### src/rtl/bcd_scan_counter.sv
`default_nettype none
// ============================================================================
// Module   : bcd_scan_counter
// Brief    : Multi-digit BCD up/down counter with time-multiplexed digit scan
//            feeding a shared BCD-to-seven-segment decoder.
// Revision : 1.0 - initial release
// ============================================================================
module bcd_scan_counter #(
    parameter int NUM_DIGITS = 4,
    parameter int SCAN_DIV   = 16
) (
    input  logic                    clk,
    input  logic                    rst,
    input  logic                    tick,
    input  logic                    up,
    input  logic                    load,
    input  logic [4*NUM_DIGITS-1:0] load_val,
    output logic [4*NUM_DIGITS-1:0] count_out,
    output logic                    carry,
    output logic [NUM_DIGITS-1:0]   digit_sel,
    output logic                    bcd_a,
    output logic                    bcd_b,
    output logic                    bcd_c,
    output logic                    bcd_d
);

    localparam int IDX_W = (NUM_DIGITS > 1) ? $clog2(NUM_DIGITS) : 1;
    localparam int CNT_W = $clog2(SCAN_DIV);
    localparam logic [IDX_W-1:0] c_IDX_LAST = IDX_W'(NUM_DIGITS - 1);
    localparam logic [CNT_W-1:0] c_CNT_LAST = CNT_W'(SCAN_DIV - 1);

    logic [3:0]            r_digits     [NUM_DIGITS];
    logic [3:0]            w_stepDigits [NUM_DIGITS];
    logic [3:0]            w_loadDigits [NUM_DIGITS];
    logic                  w_ripple;
    logic                  w_wrap;
    logic                  r_carry;
    logic [CNT_W-1:0]      r_scanCnt;
    logic [IDX_W-1:0]      r_scanIdx;
    logic [IDX_W-1:0]      w_nextIdx;
    logic [NUM_DIGITS-1:0] r_digitSel;
    logic [3:0]            w_scanDigit;

    // Out-of-range load nibbles are forced to 0 so the store never holds a non-BCD value.
    generate
        for (genvar i = 0; i < NUM_DIGITS; i++) begin : g_digit
            assign w_loadDigits[i]    = (load_val[4*i +: 4] > 4'd9) ? 4'd0 : load_val[4*i +: 4];
            assign count_out[4*i +: 4] = r_digits[i];
        end
    endgenerate

    // Ripple step: the pending carry/borrow propagates while digits sit at their limit.
    always_comb begin
        w_ripple = 1'b1;
        for (int i = 0; i < NUM_DIGITS; i++) begin
            w_stepDigits[i] = r_digits[i];
            if (w_ripple) begin
                if (up) begin
                    if (r_digits[i] == 4'd9) begin
                        w_stepDigits[i] = 4'd0;
                    end else begin
                        w_stepDigits[i] = r_digits[i] + 4'd1;
                        w_ripple        = 1'b0;
                    end
                end else begin
                    if (r_digits[i] == 4'd0) begin
                        w_stepDigits[i] = 4'd9;
                    end else begin
                        w_stepDigits[i] = r_digits[i] - 4'd1;
                        w_ripple        = 1'b0;
                    end
                end
            end
        end
        w_wrap = w_ripple;
    end

    always_ff @(posedge clk) begin
        if (rst) begin
            for (int i = 0; i < NUM_DIGITS; i++) begin
                r_digits[i] <= 4'd0;
            end
            r_carry <= 1'b0;
        end else if (load) begin
            r_digits <= w_loadDigits;
            r_carry  <= 1'b0;
        end else if (tick) begin
            r_digits <= w_stepDigits;
            r_carry  <= w_wrap;
        end else begin
            r_carry  <= 1'b0;
        end
    end

    assign w_nextIdx = (r_scanIdx == c_IDX_LAST) ? '0 : r_scanIdx + 1'b1;

    // Scan state is the digit index; it runs free of tick and load.
    always_ff @(posedge clk) begin
        if (rst) begin
            r_scanCnt  <= '0;
            r_scanIdx  <= '0;
            r_digitSel <= NUM_DIGITS'(1);
        end else if (r_scanCnt == c_CNT_LAST) begin
            r_scanCnt  <= '0;
            r_scanIdx  <= w_nextIdx;
            r_digitSel <= NUM_DIGITS'(1) << w_nextIdx;
        end else begin
            r_scanCnt  <= r_scanCnt + 1'b1;
        end
    end

    assign w_scanDigit = r_digits[r_scanIdx];
    assign carry       = r_carry;
    assign digit_sel   = r_digitSel;
    assign {bcd_a, bcd_b, bcd_c, bcd_d} = w_scanDigit;

endmodule
`default_nettype wire

### config.mk
export PLATFORM = sky130hd
export DESIGN_NAME = bcd_scan_counter
export DESIGN_NICKNAME = d
export VERILOG_FILES = /design/src/rtl/bcd_scan_counter.sv
export SDC_FILE = /design/constraint.sdc
export NUM_CORES = 1
export LEC_CHECK = 0
export ABC_AREA = 1
export CAP_MARGIN = 20
export CORE_MARGIN = 3
export CORE_UTILIZATION = 51
export DETAILED_ROUTE_END_ITERATION = 8
export PLACE_DENSITY_LB_ADDON = 0.3
export SYNTH_ARGS = -nofsm -noshare
export SYNTH_HDL_FRONTEND = slang
export SYNTH_SLANG_ARGS = --single-unit
### constraint.sdc
create_clock -name clk -period 1.8 [get_ports clk]
set_input_delay 0.36 -clock clk [delete_from_list [all_inputs] [get_ports clk]]
set_output_delay 0.36 -clock clk [all_outputs]
set_load 0.02 [all_outputs]
==> results of run 1 <==
## per-layer routing
metal	share of wire	up-vias	GRT usage
li1	-	1270	-
met1	0.44	1121	0.325
met2	0.49	72	0.429
met3	0.051	10	0.0388
met4	0.022	0	0.0426
met5	0	-	0
## cell type report
class | instances | area share
well taps | 48 | 0.0213
multi-input cells | 273 | 0.468
inverters | 37 | 0.0500
repair buffers | 81 | 0.253
clock inverters | 1 | 0.00177
clock buffers | 3 | 0.0146
flip-flops and latches | 27 | 0.192
## sequential cells by signal, summed over array words and instances, names as in the netlist
register   flops
r_scanCnt      4
digit_sel      4
count_out     16
r_scanIdx      2
carry          1
## kinds of logic after synthesis
| logic type | count (synthesis) | synth area share |
|---|---|---|
| AOI/OAI and AO/OA | 71 | 0.181 |
| xor gates and xnor gates | 1 | 0.00420 |
| adders and majority gates | 6 | 0.0360 |
| buffers and inverters | 50 | 0.106 |
| DFF | 27 | 0.259 |
| and+or+nand+nor | 195 | 0.413 |
## Yosys cell counts
master	number	area [um2]
buf_2	5	25.0
o22a_1	1	8.76
nand4_1	4	25.0
clkinv_1	2	7.51
clkbuf_1	2	7.51
a21oi_1	28	140
nor2_2	4	25.0
a32o_1	1	10.0
clkbuf_2	1	5.00
o211ai_1	2	15.0
nand3_2	1	10.0
nor2_4	3	33.8
nand2_4	5	56.3
xor2_1	1	8.76
nand3_1	27	135
nor2_1	50	188
nand2_2	3	18.8
a211oi_1	2	15.0
buf_1	1	3.75
inv_2	3	11.3
a31oi_1	2	12.5
dfxtp_1	27	541
ha_1	6	75.1
nor3_1	1	5.00
o21ai_0	35	175
inv_1	32	120
buf_4	1	7.51
nand2_1	97	364
buf_6	3	33.8
## worst register-to-register path, stage by stage (launching register included)
cell and delay, ns:
dfxtp_1 0.32, buf_4 0.15, nor2_1 0.16, nand2_1 0.11, nand2_2 0.11, nand2_4 0.07
nor2_4 0.10, nand2_4 0.09, nand2_4 0.08, nand2_1 0.05, nand2_1 0.05, nor2_1 0.04
## worst max-delay path by stage
stage | startpoint | end | cells past startpoint | slack (ns)
2_1_floorplan | r_scanIdx[0] | bcd_d | 4 | 0.21
3_3_place_gp | r_scanIdx[0] | bcd_c | 5 | 0.03
3_5_place_dp | r_scanIdx[0] | bcd_c | 5 | -0.02
4_1_cts | count_out[10] | count_out[10] | 2 | 0.02
5_1_grt | r_scanIdx[0] | bcd_a | 5 | 0.005
6_report | count_out[12] | count_out[12] | 2 | 0.05
## power by group
part | switching [mW] | internal (mW)
clock network | 0.181 | 0.155
logic | 0.368 | 0.273
registers | 0.0238 | 0.633
## stage by stage
stage	power [mW]	area (um2)	hold WS, ns
after floorplan	1.06	2080	0.418
after global placement	1.30	2780	0.435
after detailed placement	1.31	2780	0.454
after CTS	1.64	2830	0.473
after global routing	1.74	2830	0.487
final	1.63	2830	0.465
==> impl_metrics.csv, run 1 <==
group,metric,value,unit
clocking,cts_tree,"yes",
clocking,clk_pin_slew_worst_paths,0.09,ns
setup_path,crit_path_start_kind,"flop",
route,dr.pass1.iters,4,
yosys,ys_seq_area_frac,0.259,
route,avgRoutedWirePerCell,12.7,um
finish,diodes,0,
placement,placed_cells,466,
finish,finalNonFillerCells,470,
finish,area_delta_synth_final,35.6,%
setup_path,r2r-start,"count_out[3]",
yosys,syn_nets,377,
worst_hold_path,hold_path_class,"reg -> reg",
finish,final_cell_mix,"97 x nand2_1, 50 x nor2_1, 38 x clkdlybuf4s50_1, 36 x buf_4, 33 x o21ai_0",
route,drt-initial-drc-count,220,
route,ant_nets,0,
route,vias,2473,
placement,place_ws,-0.0172,ns
floorplanning,initial_core_util,0.548,
pwr,p_leak,1.44,nW
clocking,cts_hold_buffers,0,
setup_path,cpPeakStageDelay,0.61,ns
yosys,synth_cell_types,29,
setup_path,critical-path-top-delay-family,"buffers and inverters",
timing,layout_min_cycle_time,1.75,ns
finish,seq_area,542,um2
placement,dp.final_hpwl,4740,um
finish,multi_input_area,1320,um2
timing,finalCritPeriodShare,0.970,
floorplanning,dieArea,4890,um2
status,status,"finished, final reports clean",
floorplanning,rows,22,
finish,nets,450,
run,max_cap_violations,0,
clocking,clkSinkCount,27,
timing,rsz0062_at_grt,"no",
placement,port_buffers,45,
pwr,ir_drop,0.000464,V
floorplanning,boundaryPins,46,
finish,fin_util,0.744,
clocking,clock-root-buffer,"clkbuf_8",
pwr,powerDensity,578,nW/um2
worst_hold_path,hold_depth,1,
clocking,cts_setup_buffers,0,
clocking,clock_latency,0.27,ns
setup_path,cp_data_arrival_time,1.39,ns
yosys,ys_ff_latch,27,
global_routing,grt_overflow,0,
setup_path,worstSetupEndpointType,"output pin",
clocking,cts_buffers,3,
finish,drive_above_1_share,0.156,
timing,finalSetupTns,0,ns
yosys,netlist_area,2080,um2
setup_path,reg2reg_depth,11,
timing,slew_violations,0,
setup_path,worstPathCellList,"buf_4, clkdlybuf4s50_1",
timing,setup_slack,0.0533,ns
yosys,synthCells,350,
setup_path,slowest_stage,"clkdlybuf4s50_1",
clocking,cts.repair.resized,13,
timing,max_freq,573,MHz
worst_hold_path,hold_start,"r_scanCnt[0]",
finish,layout_commonest_cell,"nand2_1",
floorplanning,core-area,3800,um2
placement,gp_congestion,0.932,
global_routing,grt_pass1_vias,2259,
floorplanning,fp.dieW,69.9,um
setup_path,worstReg2RegEnd,"count_out[15]",
global_routing,grt_pass1_wl,10100,um
timing,slew_headroom,0.820,
timing,setup_viol,0,
route,wl,5970,um
setup_path,required,1.44,ns
worst_hold_path,holdPathEnd,"r_scanCnt[0]",
timing,finalHoldViolCount,0,
timing,tightest_slew,0.267,ns
finish,fillers,314,
global_routing,grt.total_usage,0.247,
setup_path,reg2reg_slack,0.37,ns
timing,skew,0.00369,ns
setup_path,crit_type,"reg -> out",
route,route.detailed.vias_per_inst,5.26,
setup_path,worst-path-max-fanout,8,
yosys,synth.avg_cell_area,5.95,um2
route,drcViolationCount,0,
clocking,htree_levels,1,
global_routing,grt_max_degree,16,
clocking,cts_buffer_depth,2,
floorplanning,die_y,69.9,um
global_routing,antenna_found_initial,0,
yosys,yosys_warnings,0,
setup_path,cp.buffers_inverters,2,
Power figures use the tool's default switching activity.
==> inputs of run 2 (changes only) <==
--- a/config.mk
+++ b/config.mk
@@ -10,7 +10,9 @@
 export CORE_MARGIN = 3
 export CORE_UTILIZATION = 51
 export DETAILED_ROUTE_END_ITERATION = 8
+export GPL_TIMING_DRIVEN = 0
 export PLACE_DENSITY_LB_ADDON = 0.3
+export SLEW_MARGIN = 20
 export SYNTH_ARGS = -nofsm -noshare
 export SYNTH_HDL_FRONTEND = slang
 export SYNTH_SLANG_ARGS = --single-unit
==> impl_metrics.csv, run 2 (synthesis results as in run 1) <==
group,metric,value,unit
status,status,"finished, final reports clean",
clocking,clk_pin_slew_worst_paths,0.10,ns
setup_path,required,1.44,ns
clocking,htree_levels,1,
route,route.detailed.vias_per_inst,5.34,
setup_path,cp_data_arrival_time,1.39,ns
placement,dp.final_hpwl,4300,um
route,dr.pass1.iters,5,
finish,layout_commonest_cell,"nand2_1",
timing,finalSetupTns,0,ns
finish,finalNonFillerCells,447,
route,vias,2386,
finish,fillers,341,
clocking,cts_setup_buffers,0,
global_routing,grt_overflow,0,
timing,skew,0.00198,ns
floorplanning,rows,22,
clocking,cts_buffer_depth,2,
finish,final_cell_mix,"97 x nand2_1, 50 x nor2_1, 39 x clkdlybuf4s50_1, 34 x o21ai_0, 31 x inv_1",
timing,slew_violations,0,
route,wl,5600,um
global_routing,grt_pass1_vias,2173,
finish,diodes,0,
finish,fin_util,0.702,
clocking,clock_latency,0.28,ns
setup_path,crit_path_start_kind,"flop",
timing,hold-worst-slack,0.466,ns
global_routing,antenna_found_initial,0,
finish,drive_above_1_share,0.125,
route,drt-initial-drc-count,189,
floorplanning,initial_core_util,0.548,
timing,finalHoldViolCount,0,
pwr,powerDensity,611,nW/um2
setup_path,worstPathCellList,"clkdlybuf4s50_1",
placement,port_buffers,45,
setup_path,cpPeakStageDelay,0.65,ns
setup_path,critical-path-top-delay-family,"buffers and inverters",
timing,layout_min_cycle_time,1.75,ns
finish,fin_area,2670,um2
timing,setup_viol,0,
route,drcViolationCount,0,
placement,place_ws,-0.435,ns
floorplanning,die_y,69.9,um
timing,tightest_slew,0.467,ns
global_routing,grt_pass1_wl,9420,um
timing,finalCritPeriodShare,0.971,
clocking,cts_buffers,3,
clocking,clkSinkCount,27,
placement,gp_congestion,0.937,
placement,placed_cells,443,
setup_path,worst-path-max-fanout,5,
placement,place_area,2590,um2
floorplanning,boundaryPins,46,
run,max_cap_violations,0,
timing,rsz0062_at_grt,"no",
route,ant_nets,0,
pwr,finalPower,1.63,mW
finish,seq_area,552,um2
pwr,p_leak,1.30,nW
clocking,cts_hold_buffers,0,
clocking,cts.repair.resized,28,
route,avgRoutedWirePerCell,12.5,um
setup_path,crit_type,"reg -> out",
worst_hold_path,hold_path_class,"reg -> reg",
finish,area_delta_synth_final,28.0,%
setup_path,worstSetupEndpointType,"output pin",
timing,slew_headroom,0.689,
global_routing,grt_max_degree,18,
floorplanning,dieArea,4890,um2
clocking,clock-root-buffer,"clkbuf_8",
setup_path,cp.buffers_inverters,1,
setup_path,slowest_stage,"clkdlybuf4s50_1",
finish,largest_register_ffs,16,
clocking,cts_tree,"yes",
pwr,ir_drop,0.000663,V
floorplanning,core-area,3800,um2
finish,multi_input_area,1330,um2
timing,setup_slack,0.0517,ns
finish,nets,427,
timing,max_freq,572,MHz
global_routing,grt.total_usage,0.230,
floorplanning,fp.dieW,69.9,um
-- run 2: cell count changes in the layout (fill, tap and decap cells not counted), sizes merged --
cell           previous run  this run
buf                      39        13
clkbuf                    3         7
dlymetal6s2s              3         1
clkdlybuf4s15             1         0
clkdlybuf4s50            38        39
dlygate4sd2               0         1
-- run 2: final cells by class --
class                           count  share of cell area
Multi-Input combinational cell    273               0.498
Sequential cell                    27               0.207
Timing Repair Buffer               45               0.165
Inverter                           37              0.0539
Buffer                             13              0.0352
Tap cell                           48              0.0225
Clock buffer                        3              0.0155
Clock inverter                      1             0.00328
-- run 2: report_power, final --
group          leakage, nW  internal, mW  switching (mW)
sequential           0.225         0.634          0.0459
clock               0.0261         0.163           0.212
combinational         1.05         0.238           0.336
-- run 2: layer usage --
metal  global-route usage  wire length, um
met1                0.276             2400
met2                0.397             2660
met3               0.0662              462
met4               0.0660               78
met5                    0                0
-- run 2: worst reg2reg max path: stages (launching register included) --
cell	delay, ns
dfxtp_1	0.37
ha_1	0.18
nand2_1	0.08
nor2_1	0.24
clkinv_1	0.29
o21ai_0	0.25
a21oi_1	0.06
-- run 2: final timing paths --
path	slack [ns]	cells after the start	start	endpoint
worst max-delay path	0.05	1	count_out[0]	count_out[0]
worst min-delay path	0.47	1	r_scanCnt[0]	r_scanCnt[0]
worst max register to register	0.22	6	r_scanCnt[0]	r_scanIdx[1]
worst min register to register	0.47	1	r_scanCnt[0]	r_scanCnt[0]
==> inputs of run 3 (changes only) <==
--- a/config.mk
+++ b/config.mk
@@ -12,7 +12,6 @@
 export DETAILED_ROUTE_END_ITERATION = 8
 export GPL_TIMING_DRIVEN = 0
 export PLACE_DENSITY_LB_ADDON = 0.3
-export SLEW_MARGIN = 20
 export SYNTH_ARGS = -nofsm -noshare
 export SYNTH_HDL_FRONTEND = slang
 export SYNTH_SLANG_ARGS = --single-unit
==> results of run 3 <==
The final DEF is identical to that of run 2; final timing and power are the same.
